## config.mk

```make
export PLATFORM = sky130hd
export DESIGN_NAME = serial_to_parallel_rx
export DESIGN_NICKNAME = d
export VERILOG_FILES = /design/src/rtl/serial_to_parallel_rx.sv
export SDC_FILE = /design/constraint.sdc
export NUM_CORES = 1
export LEC_CHECK = 0
export CAP_MARGIN = 0
export CORE_MARGIN = 2
export CORE_UTILIZATION = 56
export CTS_BUF_LIST = sky130_fd_sc_hd__clkbuf_8
export DETAILED_ROUTE_END_ITERATION = 8
export GPL_TIMING_DRIVEN = 0
export HOLD_SLACK_MARGIN = 0.03
export PLACE_DENSITY = 0.8
export SLEW_MARGIN = 20
export SYNTH_ARGS = -nofsm -noshare
export SYNTH_HDL_FRONTEND = slang
export SYNTH_SLANG_ARGS = --single-unit
export TNS_END_PERCENT = 10
```

## constraint.sdc

```tcl
create_clock -name clk_8f -period 1.92 [get_ports clk_8f]
set_input_delay 0.384 -clock clk_8f [delete_from_list [all_inputs] [get_ports clk_8f]]
set_output_delay 0.384 -clock clk_8f [all_outputs]
set_load 0.1 [all_outputs]
```

## src/rtl/serial_to_parallel_rx.sv

```systemverilog
// rtl/serial_to_parallel_rx.sv - per-lane serial receive front end with COM alignment and link qualification
//
// Purpose: shifts in one serial bit per clk_8f edge (MSB first), finds byte
// alignment from the COM symbol, qualifies the link after BC_TARGET
// consecutive COM symbols and then delivers aligned bytes.
//
// Optional feature macro: RX_LOS_EN (loss of sync after LOS_BYTES consecutive
// non-COM bytes in ACTIVE). Without it ACTIVE is left only by reset.
//
// Ports:
//   clk_8f      in   bit clock, one serial bit sampled per rising edge
//   reset       in   asynchronous active-high reset
//   data_in     in   serial bit, MSB of each byte first
//   data_par    out  [7:0] aligned byte, updated on byte boundaries only
//   valid_par   out  data_par is a non-COM byte received in ACTIVE
//   byte_strobe out  one-cycle pulse when data_par/valid_par update in ACTIVE
//   active      out  link aligned and qualified
module serial_to_parallel_rx #(
    parameter logic [7:0]  COM       = 8'hBC,
    parameter int unsigned BC_TARGET = 4,
    parameter int unsigned LOS_BYTES = 64
) (
    input  logic       clk_8f,
    input  logic       reset,
    input  logic       data_in,
    output logic [7:0] data_par,
    output logic       valid_par,
    output logic       byte_strobe,
    output logic       active
);

    typedef enum logic [1:0] {
        ST_SEARCH = 2'd0,
        ST_COUNT  = 2'd1,
        ST_ACTIVE = 2'd2
    } state_t;

    localparam logic [3:0] BC_TGT = 4'(BC_TARGET);

    state_t     state_q, state_d;
    logic [6:0] sr_q, sr_d;
    logic [2:0] bit_cnt_q, bit_cnt_d;
    logic [3:0] bc_cnt_q, bc_cnt_d;
    logic [7:0] data_q, data_d;
    logic       valid_q, valid_d;
    logic       strobe_q, strobe_d;

`ifdef RX_LOS_EN
    localparam logic [7:0] LOS_TGT = 8'(LOS_BYTES);
    logic [7:0] los_cnt_q, los_cnt_d;
`endif

    // Candidate byte: the seven previously sampled bits plus the bit on the wire now.
    logic [7:0] nb;
    logic       is_com;
    logic       boundary;

    assign nb       = {sr_q, data_in};
    assign is_com   = (nb == COM);
    assign boundary = (bit_cnt_q == 3'd7);

    always_ff @(posedge clk_8f or posedge reset) begin
        if (reset) begin
            state_q   <= ST_SEARCH;
            sr_q      <= 7'd0;
            bit_cnt_q <= 3'd0;
            bc_cnt_q  <= 4'd0;
            data_q    <= 8'h00;
            valid_q   <= 1'b0;
            strobe_q  <= 1'b0;
`ifdef RX_LOS_EN
            los_cnt_q <= 8'd0;
`endif
        end else begin
            state_q   <= state_d;
            sr_q      <= sr_d;
            bit_cnt_q <= bit_cnt_d;
            bc_cnt_q  <= bc_cnt_d;
            data_q    <= data_d;
            valid_q   <= valid_d;
            strobe_q  <= strobe_d;
`ifdef RX_LOS_EN
            los_cnt_q <= los_cnt_d;
`endif
        end
    end

    always_comb begin
        state_d   = state_q;
        sr_d      = nb[6:0];
        bit_cnt_d = bit_cnt_q + 3'd1;
        bc_cnt_d  = bc_cnt_q;
        data_d    = data_q;
        valid_d   = valid_q;
        strobe_d  = 1'b0;
`ifdef RX_LOS_EN
        los_cnt_d = los_cnt_q;
`endif

        case (state_q)
            ST_SEARCH: begin
                valid_d = 1'b0;
                // Sliding match: any bit offset may complete a COM.
                if (is_com) begin
                    bit_cnt_d = 3'd0;
                    bc_cnt_d  = 4'd1;
                    state_d   = (BC_TGT == 4'd1) ? ST_ACTIVE : ST_COUNT;
                end
            end

            ST_COUNT: begin
                valid_d = 1'b0;
                if (boundary) begin
                    if (is_com) begin
                        bc_cnt_d = bc_cnt_q + 4'd1;
                        if (bc_cnt_q + 4'd1 == BC_TGT) begin
                            state_d = ST_ACTIVE;
                        end
                    end else begin
                        bc_cnt_d = 4'd0;
                        state_d  = ST_SEARCH;
                    end
                end
            end

            ST_ACTIVE: begin
                if (boundary) begin
                    data_d   = nb;
                    valid_d  = !is_com;
                    strobe_d = 1'b1;
`ifdef RX_LOS_EN
                    // The byte that trips loss of sync is still delivered on this edge.
                    if (is_com) begin
                        los_cnt_d = 8'd0;
                    end else if (los_cnt_q + 8'd1 == LOS_TGT) begin
                        los_cnt_d = 8'd0;
                        bc_cnt_d  = 4'd0;
                        state_d   = ST_SEARCH;
                    end else begin
                        los_cnt_d = los_cnt_q + 8'd1;
                    end
`endif
                end
            end

            default: begin
                state_d = ST_SEARCH;
            end
        endcase
    end

    assign data_par    = data_q;
    assign valid_par   = valid_q;
    assign byte_strobe = strobe_q;
    assign active      = (state_q == ST_ACTIVE);

endmodule

```

; ---- Word-level counts from Yosys, hierarchy flattened
; Cells that the tools add are included.
[word_totals]
reg_bits = 26
input_bits = 3
output_inout_bits = 11
word_cells = 43
[op_classes]
addsub = 2
eq_ne = 9
muxes = 15
n_bitwise = 1
n_reduce_logical = 9
[op_table]
columns = op, count
row1 = $mux W4, 3
row2 = $eq A8 B8 Y1 const B, 1
row3 = $mux W2, 4
row4 = $pmux W4 S2, 1
row5 = $mux W3, 2
row6 = $pmux W2 S3, 1
row7 = $add A4 B1 Y4 const B, 1
row8 = $eq A4 B3 Y1 const B, 1
row9 = $ne A2 B2 Y1 const B, 2
row10 = $reduce_and A2 Y1, 2
row11 = $reduce_and A4 Y1, 1
row12 = $reduce_bool A2 Y1, 2
row13 = $add A3 B1 Y3 const B, 1
row14 = $eq A3 B3 Y1 const B, 1
row15 = $mux W1, 3
row16 = $ne A3 B3 Y1 const B, 1
row17 = $reduce_and A3 Y1, 1
row18 = $eq A2 B1 Y1 const B, 1
row19 = $eq A2 B2 Y1 const B, 1
row20 = $logic_not A2 Y1, 1
row21 = $ne A2 B1 Y1 const B, 1
row22 = $pmux W1 S2, 1
row23 = $reduce_or A2 Y1, 1
row24 = $logic_not A1 Y1, 1
row25 = $not A1 Y1, 1

; ---- Depth between registers and ports, before layout
; Gate-level depths: netlist of run 1.
[logic_depth]
word_depth = 6
depth_mapped = 6
depth_no_buf = 6

; ---- Worst setup path after synthesis of run 1
; No wires, ideal clock.
[synth_path]
path_kind = reg2reg
from = reg state_q[0]
to = reg data_q[0] (netlist: data_par[0])
setup_time_ns = 0.125
t_arrival_ns = 1.903
required_ns = 1.795
path_slack_ns = -0.109
path_stages_with_launch = 5
path_buffers = 1
synth_period_minus_slack_ns = 2.029
cell_sequence = dfrtp_1 and2b_1 nand2_1 buf_6 mux2_4
[synth_between]
elab_chain_len = 2
[synth_lines]
columns = element, line_no
row1 = start: declaration, 40  ; state_t state_q, state_d;
row2 = start signal: assignment, 75  ; state_q <= state_d;
row3 = $eq A2 B2 Y1, n/a
row4 = net active, 29  ; output logic active
row5 = $reduce_and A2 Y1 (no line), n/a
row6 = end signal: assignment, 79  ; data_q <= data_d;
row7 = end: declaration, 44  ; logic [7:0] data_q, data_d;
; The timed path passes the listed nets, and every way through them passes these cells.
; A chain may end at the register's enable or synchronous reset.

; ---- Worst setup path after layout of run 1
[layout_path]
from = reg data_q[3] (netlist: data_par[3])
to = out data_par[3]
[layout_rtl]
columns = element, line_no
row1 = end: declaration, 26  ; output logic [7:0] data_par,
; No word-level cell between the ends.

==> results of run 1 <==
-- layout make-up --
cell class	instances	area (µm²)	share of cell area (%)
multi-input cells	50	455	34.1
clock buffers	4	55.1	4.12
plain buffers	1	11.3	0.842
flip-flops and latches	26	651	48.6
repair buffers	13	116	8.70
inverters	4	15.0	1.12
well taps	27	33.8	2.53
-- cells in the mapped netlist --
library cell / count / share of area, %
nand3b_1: 1 / 0.66
and2b_1: 1 / 0.66
a22o_1: 2 / 1.5
and3_1: 3 / 1.7
nor2_1: 2 / 0.66
a21o_1: 1 / 0.66
inv_1: 4 / 1.3
o32ai_1: 1 / 0.77
o21bai_1: 1 / 0.66
a211o_1: 1 / 0.77
o2bb2ai_1: 1 / 0.77
nand3_1: 2 / 0.88
a21oi_1: 2 / 0.88
a22oi_1: 1 / 0.66
nand2_1: 2 / 0.66
o21ai_0: 3 / 1.3
nor3_1: 1 / 0.44
a21boi_0: 2 / 1.3
mux2_2: 1 / 1.0
mux2_4: 7 / 9.3
nand4bb_4: 1 / 2.4
buf_6: 1 / 1.0
dfrtp_1: 26 / 58
nand4b_2: 1 / 1.3
ha_1: 4 / 4.4
or3_1: 1 / 0.55
nor4_2: 1 / 1.1
and4_1: 1 / 0.77
o31ai_1: 2 / 1.3
a221o_1: 1 / 0.88
nor3_2: 1 / 0.88
nor2b_1: 2 / 1.1
-- how the worst min path moves through the flow --
stage	start	endpoint	cells past startpoint
after floorplan	sr_q[5]	sr_q[6]	0
after global placement	sr_q[0]	sr_q[1]	0
after detailed placement	sr_q[5]	sr_q[6]	0
after CTS	sr_q[5]	sr_q[6]	0
after global routing	sr_q[5]	sr_q[6]	0
final	sr_q[5]	sr_q[6]	0
-- layer usage --
metal | up-vias | global-route usage (%) | share of wire, %
met1 | 374 | 28.9 | 45
met2 | 14 | 33.6 | 50
met3 | 5 | 3.99 | 3.0
met4 | 0 | 8.57 | 1.7
met5 | - | 0 | 0
li1 | 332 | - | -
-- flip-flops by register name, indices dropped and copies added (netlist names) --
name         flops
bc_cnt_q         4
sr_q             7
bit_cnt_q        3
data_par         8
byte_strobe      1
state_q          2
valid_par        1
-- logic make-up after synthesis --
| logic type | after synthesis |
|---|---|
| DFF | 26 |
| buffers and inverters | 5 |
| adders and majority gates | 4 |
| AOI/OAI and AO/OA | 18 |
| muxes | 8 |
| and+or+nand+nor | 20 |
-- stage by stage --
step                      worst slack (ns)  TNS (ns)
after detailed placement            -0.309    -0.309
after global placement              -0.291    -0.291
final                               0.0235         0
after global routing               0.00254         0
after CTS                           0.0208         0
after floorplan                      0.204         0
-- power by group --
group | switching [mW] | internal, mW | total (mW)
logic | 0.0490 | 0.0351 | 0.0841
registers | 0.0291 | 0.585 | 0.614
clock network | 0.168 | 0.184 | 0.352
-- timing repair --
action,in CTS,in global routing
gates cloned,0,0
setup endpoints to repair,11,3
gates resized for setup,15,3
==> results.cfg, run 1 <==
[timing]
rsz0062_at_grt = false
hold_violations = 0
fmaxAchievable_mhz = 527
slew_headroom_pct = 34.9
maxSlewViolCount = 0
setup_viol = 0
finalClockSkew_ns = 0.00123
min_period_ns = 1.90
finalCritPeriodShare_pct = 98.8
whs_ns = 0.413
worst_pin_slew_ns = 0.975

[routing]
drtIter0Drc = 20
dr_total_vias = 725
wl_mm = 2.17
dr.pass1.iters = 4
drcViolationCount = 0
wire_per_inst_um = 17.4
viasPerCell = 5.80
postRouteAntennaNets = 0

[power]
max-vdd-ir-drop_v = 0.000516
p_total_mw = 1.05
p_per_area_mw_per_mm2 = 785
power_leakage_nw = 0.689

[cts]
path_clk_slew_ns = 0.08
cts_tree = yes
cts_buffer_depth = 2
post-cts-setup-buffers = 0
cts_sinks = 26
clk_latency_ns = 0.27
htreeDepth = 1
cts_made_buffers = 3
cts_hold_buffers = 0
cts_root_buf = clkbuf_8

[yosys]
syn_avg_cell_area_um2 = 14.0
synth_compound_area_share_pct = 11.6
yosys_warnings = 0
synthMuxAreaShare_pct = 10.3
synth_top_family_by_area = simple AND/OR/NAND/NOR gates
syn-cell-area_mm2 = 0.00113
synth-adder-area-share_pct = 4.42
syn_inst = 81
synth_xor_area_share_pct = 0
yosysSeqAreaShare_pct = 57.5
ys_seq_elements = 26
syn-num-nets = 88
yosysUniqueCellTypes = 32
synthSimpleGateAreaFrac_pct = 13.8

[final_layout]
design_area_mm2 = 0.00134
antenna_cells = 0
nets = 106
areaGrowthSynthToFinish_pct = 18.3
fillers = 157
fin_util_pct = 68.9
final_common_cell = dfrtp_1
layout-drive-gt1-share_pct = 19.4
final_cell_mix = dfrtp_1, mux2_4, dlygate4sd2_1
fin_cells = 125

[worst_setup_path]
setup.worst_path.class = flop to primary output
crit_fanout = 2
slowest_stage = dlygate4sd2_1
cp-end-kind = primary output
cp_num_cells = 1
r2r_slack_ns = 0.28
timing.critical_path.slowest_cell_delay_ns = 0.87
crit_family = buffers and inverters
r2r-end = state_q[1]
arrival_ns = 1.51
critPathLaunchType = flop
cp_data_required_time_ns = 1.54
reg2regPathDepth = 5
worst-path-buf-inv = 1
crit_chain = dlygate4sd2_1
startpoint = data_par[3]
crit_end = data_par[3]
reg2reg_from = bc_cnt_q[0]

[global_route]
gr-total-overflow = 0
grt_pass1_wl_mm = 3.74
antenna_found_initial = 0
grt_start_max_net_pins = 27
grtUsageTotal_pct = 21.2
grt_pass1_vias = 727

[die]
core-area_mm2 = 0.00194
dieArea_mm2 = 0.00240
die_x_um = 48.9
io_pins = 14
placementRows = 16
start_util_pct = 58.2
die_y_um = 48.9

[placement]
io_buffers = 13
gp_congestion = 0.784
placed_area_mm2 = 0.00130
placed_cells = 121
hpwl_mm = 1.47

[status]
status = finished, final reports clean

[min_path]
hold_class = flop to flop

[flow_run]
drv_cap = 0
Power figures use the tool's default switching activity.
==> run 2: changes to the inputs <==
--- a/config.mk
+++ b/config.mk
@@ -7,12 +7,12 @@
 export LEC_CHECK = 0
 export CAP_MARGIN = 0
 export CORE_MARGIN = 2
-export CORE_UTILIZATION = 56
+export CORE_UTILIZATION = 50
 export CTS_BUF_LIST = sky130_fd_sc_hd__clkbuf_8
 export DETAILED_ROUTE_END_ITERATION = 8
 export GPL_TIMING_DRIVEN = 0
 export HOLD_SLACK_MARGIN = 0.03
-export PLACE_DENSITY = 0.8
+export PLACE_DENSITY = 0.73
 export SLEW_MARGIN = 20
 export SYNTH_ARGS = -nofsm -noshare
 export SYNTH_HDL_FRONTEND = slang
==> constraint.sdc (replaced) <==
create_clock -name clk_8f -period 1.8 [get_ports clk_8f]
set_input_delay 0.36 -clock clk_8f [delete_from_list [all_inputs] [get_ports clk_8f]]
set_output_delay 0.36 -clock clk_8f [all_outputs]
set_load 0.1 [all_outputs]
==> results.cfg, run 2 (same netlist as run 1, synthesis figures left out) <==
[worst_setup_path]
critPathLaunchType = flop
cp-end-kind = primary output
r2r_slack_ns = 0.19
setup.worst_path.class = flop to primary output
timing.critical_path.slowest_cell_delay_ns = 0.47
slowest_stage = dfrtp_1
cp_data_required_time_ns = 1.44
reg2reg_from = bc_cnt_q[0]
crit_chain = and2b_2 > clkbuf_4
worst-path-buf-inv = 1
reg2regPathDepth = 5
crit_fanout = 8
arrival_ns = 1.34
crit_family = flip-flops
r2r-end = state_q[1]

[die]
io_pins = 14
die_x_um = 51.6
placementRows = 17
start_util_pct = 52.1
die_y_um = 51.6
core-area_mm2 = 0.00217
dieArea_mm2 = 0.00266

[power]
p_per_area_mw_per_mm2 = 886
sw_frac_of_total_pct = 21.2
clkPwrFrac_pct = 39.1
power_leakage_nw = 0.666
internal-power_uw = 959
power.switching_uw = 258
pwr-share-seq_pct = 53.6
share_comb_of_total_power_pct = 7.2
max-vdd-ir-drop_v = 0.000664

[final_layout]
antenna_cells = 0
fillers = 177
areaGrowthSynthToFinish_pct = 21.3
final_common_cell = dfrtp_1
largest_register_ffs = 8
layout-drive-gt1-share_pct = 29.6
nets = 106
final_cell_mix = dfrtp_1, clkdlybuf4s15_2, mux2_4

[timing]
fmaxAchievable_mhz = 590
rsz0062_at_grt = false
min_period_ns = 1.70
hold_violations = 0
setup_viol = 0
worst_pin_slew_ns = 0.935
finalCritPeriodShare_pct = 94.2
whs_ns = 0.411
final.setup.tns_ns = 0
maxSlewViolCount = 0
slew_headroom_pct = 37.6
finalClockSkew_ns = 0.00266

[global_route]
use_met3_pct = 3.45
grtUsageTotal_pct = 16.3
grt_pass1_vias = 659
grt_pass1_wl_mm = 3.09
gr-usage-met1_pct = 25.0
grt_start_max_net_pins = 27
grt-busiest-layer = met1
globalRouteMet2Util_pct = 22.0
gr-total-overflow = 0
antenna_found_initial = 0

[cts]
post-cts-setup-buffers = 0
cts_root_buf = clkbuf_8
htreeDepth = 1
cts_made_buffers = 3
clk_latency_ns = 0.27
cts_tree = yes
cts_buffer_depth = 2
cts_sinks = 26
path_clk_slew_ns = 0.09

[min_path]
min_from = sr_q[5]
holdPathStages = 0
hold_class = flop to flop
min_to = sr_q[6]

[routing]
drtIter0Drc = 10
dr.pass1.iters = 4
drcViolationCount = 0
wl_mm = 1.76
postRouteAntennaNets = 0
viasPerCell = 5.38
dr_total_vias = 678
wire_per_inst_um = 14.0

[placement]
io_buffers = 13
gp_congestion = 0.867
hpwl_mm = 1.24

[status]
status = finished, final reports clean

[flow_run]
drv_cap = 0
[run 2: changes by cell type in the layout (fill, tap and decap cells not counted), sizes merged]
cell / previous run / this run
buf: 2 / 1
clkdlybuf4s15: 3 / 9
clkbuf: 4 / 5
dlygate4sd2: 7 / 0
bufinv: 0 / 1
[run 2: metrics by stage]
step	instances	power (mW)	utilization, %	area [µm²]	setup WS (ns)
after global placement	122	0.749	59.8	1300	-0.387
final	126	1.22	63.3	1370	0.104
after detailed placement	122	0.755	59.8	1300	-0.396
after global routing	126	1.28	63.3	1370	0.0521
after floorplan	81	0.725	-	1130	0.0845
after CTS	126	1.23	63.4	1380	0.00405
[run 2: worst max-delay path by stage]
stage,from,end,slack (ns),cells past startpoint
floorplan,state_q[0],data_par[0],0.08,4
global placement,state_q[0],active,-0.39,2
detailed placement,state_q[0],active,-0.40,2
CTS,state_q[0],active,0.004,2
global route,state_q[0],active,0.05,2
finish,state_q[0],active,0.10,2
[run 2: what timing repair did]
item	4_1_cts	5_1_grt
gates resized for setup	34	2
hold buffers	0	0
setup endpoints to repair	11	2
[run 2: worst reg2reg max path: stages (launching register included)]
cell	delay, ns
dfrtp_1	0.47
ha_1	0.27
nor2b_1	0.15
a211o_1	0.26
and4_1	0.21
a21o_1	0.16
[run 2: cell type report]
| type | count | area [µm²] | share of cell area [%] |
|---|---|---|---|
| inverters | 4 | 15.0 | 1.09 |
| clock buffers | 3 | 41.3 | 3.01 |
| plain buffers | 1 | 11.3 | 0.820 |
| flip-flops and latches | 26 | 651 | 47.4 |
| clock inverters | 1 | 30.0 | 2.19 |
| well taps | 28 | 35.0 | 2.55 |
| repair buffers | 13 | 134 | 9.75 |
| multi-input cells | 50 | 455 | 33.2 |
[run 2: layer usage]
layer  vias to the layer above  share of wire [%]
met1                       323                 49
met2                        18                 45
met5                         -                  0
met3                         5                3.4
met4                         0                2.4
li1                        332                  -
[run 2: power groups by stage]
stage	logic [mW]	clock network, mW	registers [mW]
2_1_floorplan	0.0596	0	0.665
3_3_place_gp	0.0860	0	0.663
3_5_place_dp	0.0910	0	0.664
4_1_cts	0.0907	0.484	0.653
5_1_grt	0.109	0.512	0.660
6_report	0.0878	0.476	0.653
==> run 3: changes to the inputs <==
--- a/config.mk
+++ b/config.mk
@@ -6,6 +6,7 @@
 export NUM_CORES = 1
 export LEC_CHECK = 0
 export CAP_MARGIN = 0
+export CORE_ASPECT_RATIO = 0.9
 export CORE_MARGIN = 2
 export CORE_UTILIZATION = 50
 export CTS_BUF_LIST = sky130_fd_sc_hd__clkbuf_8
@@ -13,7 +14,6 @@
 export GPL_TIMING_DRIVEN = 0
 export HOLD_SLACK_MARGIN = 0.03
 export PLACE_DENSITY = 0.73
-export SLEW_MARGIN = 20
 export SYNTH_ARGS = -nofsm -noshare
 export SYNTH_HDL_FRONTEND = slang
 export SYNTH_SLANG_ARGS = --single-unit
==> results.cfg, run 3 (same netlist as run 1, synthesis figures left out) <==
[cts]
post-cts-setup-buffers = 0
htreeDepth = 1
cts_sinks = 26
cts_made_buffers = 3
path_clk_slew_ns = 0.08
cts_tree = yes
clk_latency_ns = 0.27
cts_buffer_depth = 2
cts_root_buf = clkbuf_8

[worst_setup_path]
reg2regPathDepth = 5
arrival_ns = 1.32
crit_fanout = 8
setup.worst_path.class = flop to primary output
cp_data_required_time_ns = 1.44
critPathLaunchType = flop
cp-end-kind = primary output

[global_route]
grt_pass1_wl_mm = 3.30
antenna_found_initial = 0
gr-total-overflow = 0
grt_start_max_net_pins = 27
grtUsageTotal_pct = 17.4
grt_pass1_vias = 694

[routing]
wire_per_inst_um = 15.6
drcViolationCount = 0
postRouteAntennaNets = 0
dr.pass1.iters = 4
dr_total_vias = 732
drtIter0Drc = 10
wl_mm = 1.94
viasPerCell = 5.90

[power]
internal-power_uw = 813
pwr-share-seq_pct = 61.8
share_comb_of_total_power_pct = 8.5
p_per_area_mw_per_mm2 = 792
p_total_mw = 1.06
max-vdd-ir-drop_v = 0.000552
power.switching_uw = 250
power_leakage_nw = 0.652
clkPwrFrac_pct = 29.7
sw_frac_of_total_pct = 23.5

[final_layout]
fillers = 187
areaGrowthSynthToFinish_pct = 18.6
nets = 106
final_common_cell = dfrtp_1
antenna_cells = 0
layout-drive-gt1-share_pct = 28.9
largest_register_ffs = 8
final_cell_mix = dfrtp_1, clkdlybuf4s15_2, mux2_4

[die]
die_x_um = 54.1
dieArea_mm2 = 0.00266
core-area_mm2 = 0.00216
io_pins = 14
die_y_um = 49.1
placementRows = 16
start_util_pct = 52.3

[timing]
slew_headroom_pct = 36.4
min_period_ns = 1.68
rsz0062_at_grt = false
finalClockSkew_ns = 0.00381
fmaxAchievable_mhz = 595
finalCritPeriodShare_pct = 93.4
maxSlewViolCount = 0
setup_viol = 0
hold_violations = 0
worst_pin_slew_ns = 0.953
final.setup.tns_ns = 0
worst_slack_ns = 0.118

[min_path]
holdPathStages = 0
hold_class = flop to flop

[placement]
pre_cts_slack_ns = -0.393
gp_congestion = 0.844
io_buffers = 13
hpwl_mm = 1.34

[flow_run]
drv_cap = 0

[status]
status = finished, final reports clean
==> run 3: changes by cell type in the layout (fill, tap and decap cells not counted) <==
| cell | change |
|---|---|
| bufinv_16 | -1 |
==> run 3: critical path, stage by stage (launching register included) <==
cell and delay, ns:
dfrtp_1 0.46, and2b_2 0.27, clkbuf_4 0.33
==> run 3: worst paths after layout <==
kind	to	startpoint	slack [ns]
max in group asynchronous	state_q[0]	reset	0.61
min in group asynchronous	bit_cnt_q[0]	reset	0.60
min	sr_q[6]	sr_q[5]	0.43
max	active	state_q[0]	0.12
min reg2reg	sr_q[6]	sr_q[5]	0.43
max reg2reg	state_q[1]	bc_cnt_q[0]	0.17
==> run 3: power groups by stage <==
stage | combinational (mW) | clock (mW) | sequential [mW]
after global routing | 0.108 | 0.365 | 0.662
after global placement | 0.0858 | 0 | 0.663
after floorplan | 0.0596 | 0 | 0.665
final | 0.0898 | 0.316 | 0.657
after detailed placement | 0.0908 | 0 | 0.668
after CTS | 0.0928 | 0.327 | 0.657
==> run 3: area by class of cell <==
class / instances / area [µm²] / share of cell area, %
Sequential cell: 26 / 651 / 48.5
Multi-Input combinational cell: 50 / 455 / 34.0
Timing Repair Buffer: 13 / 134 / 9.98
Clock buffer: 3 / 41.3 / 3.08
Tap cell: 27 / 33.8 / 2.52
Inverter: 4 / 15.0 / 1.12
Buffer: 1 / 11.3 / 0.840
==> run 3: routing by layer <==
layer,GRT usage [%],vias up,wire (µm)
li1,-,332,-
met5,0,-,0
met2,26.1,18,993
met3,6.44,5,99
met4,3.75,0,24
met1,24.0,377,821
==> run 3: timing repair <==
action                                 CTS  global route
endpoints found under the hold margin    0             0
setup endpoints to repair               11             2
resized for setup                       34             2
hold buffers                             0             0
gates cloned                             0             0
pin swaps                                0             0
==> run 3: metrics by stage <==
stage                     hold slack [ns]  utilization (%)  cells  instance area [µm²]
after floorplan                     0.363                -     81                 1130
after global placement              0.389             60.0    121                 1300
after detailed placement            0.408             60.0    121                 1300
after CTS                           0.427             62.2    124                 1340
after global routing                0.435             62.0    124                 1340
final                               0.426             62.0    124                 1340
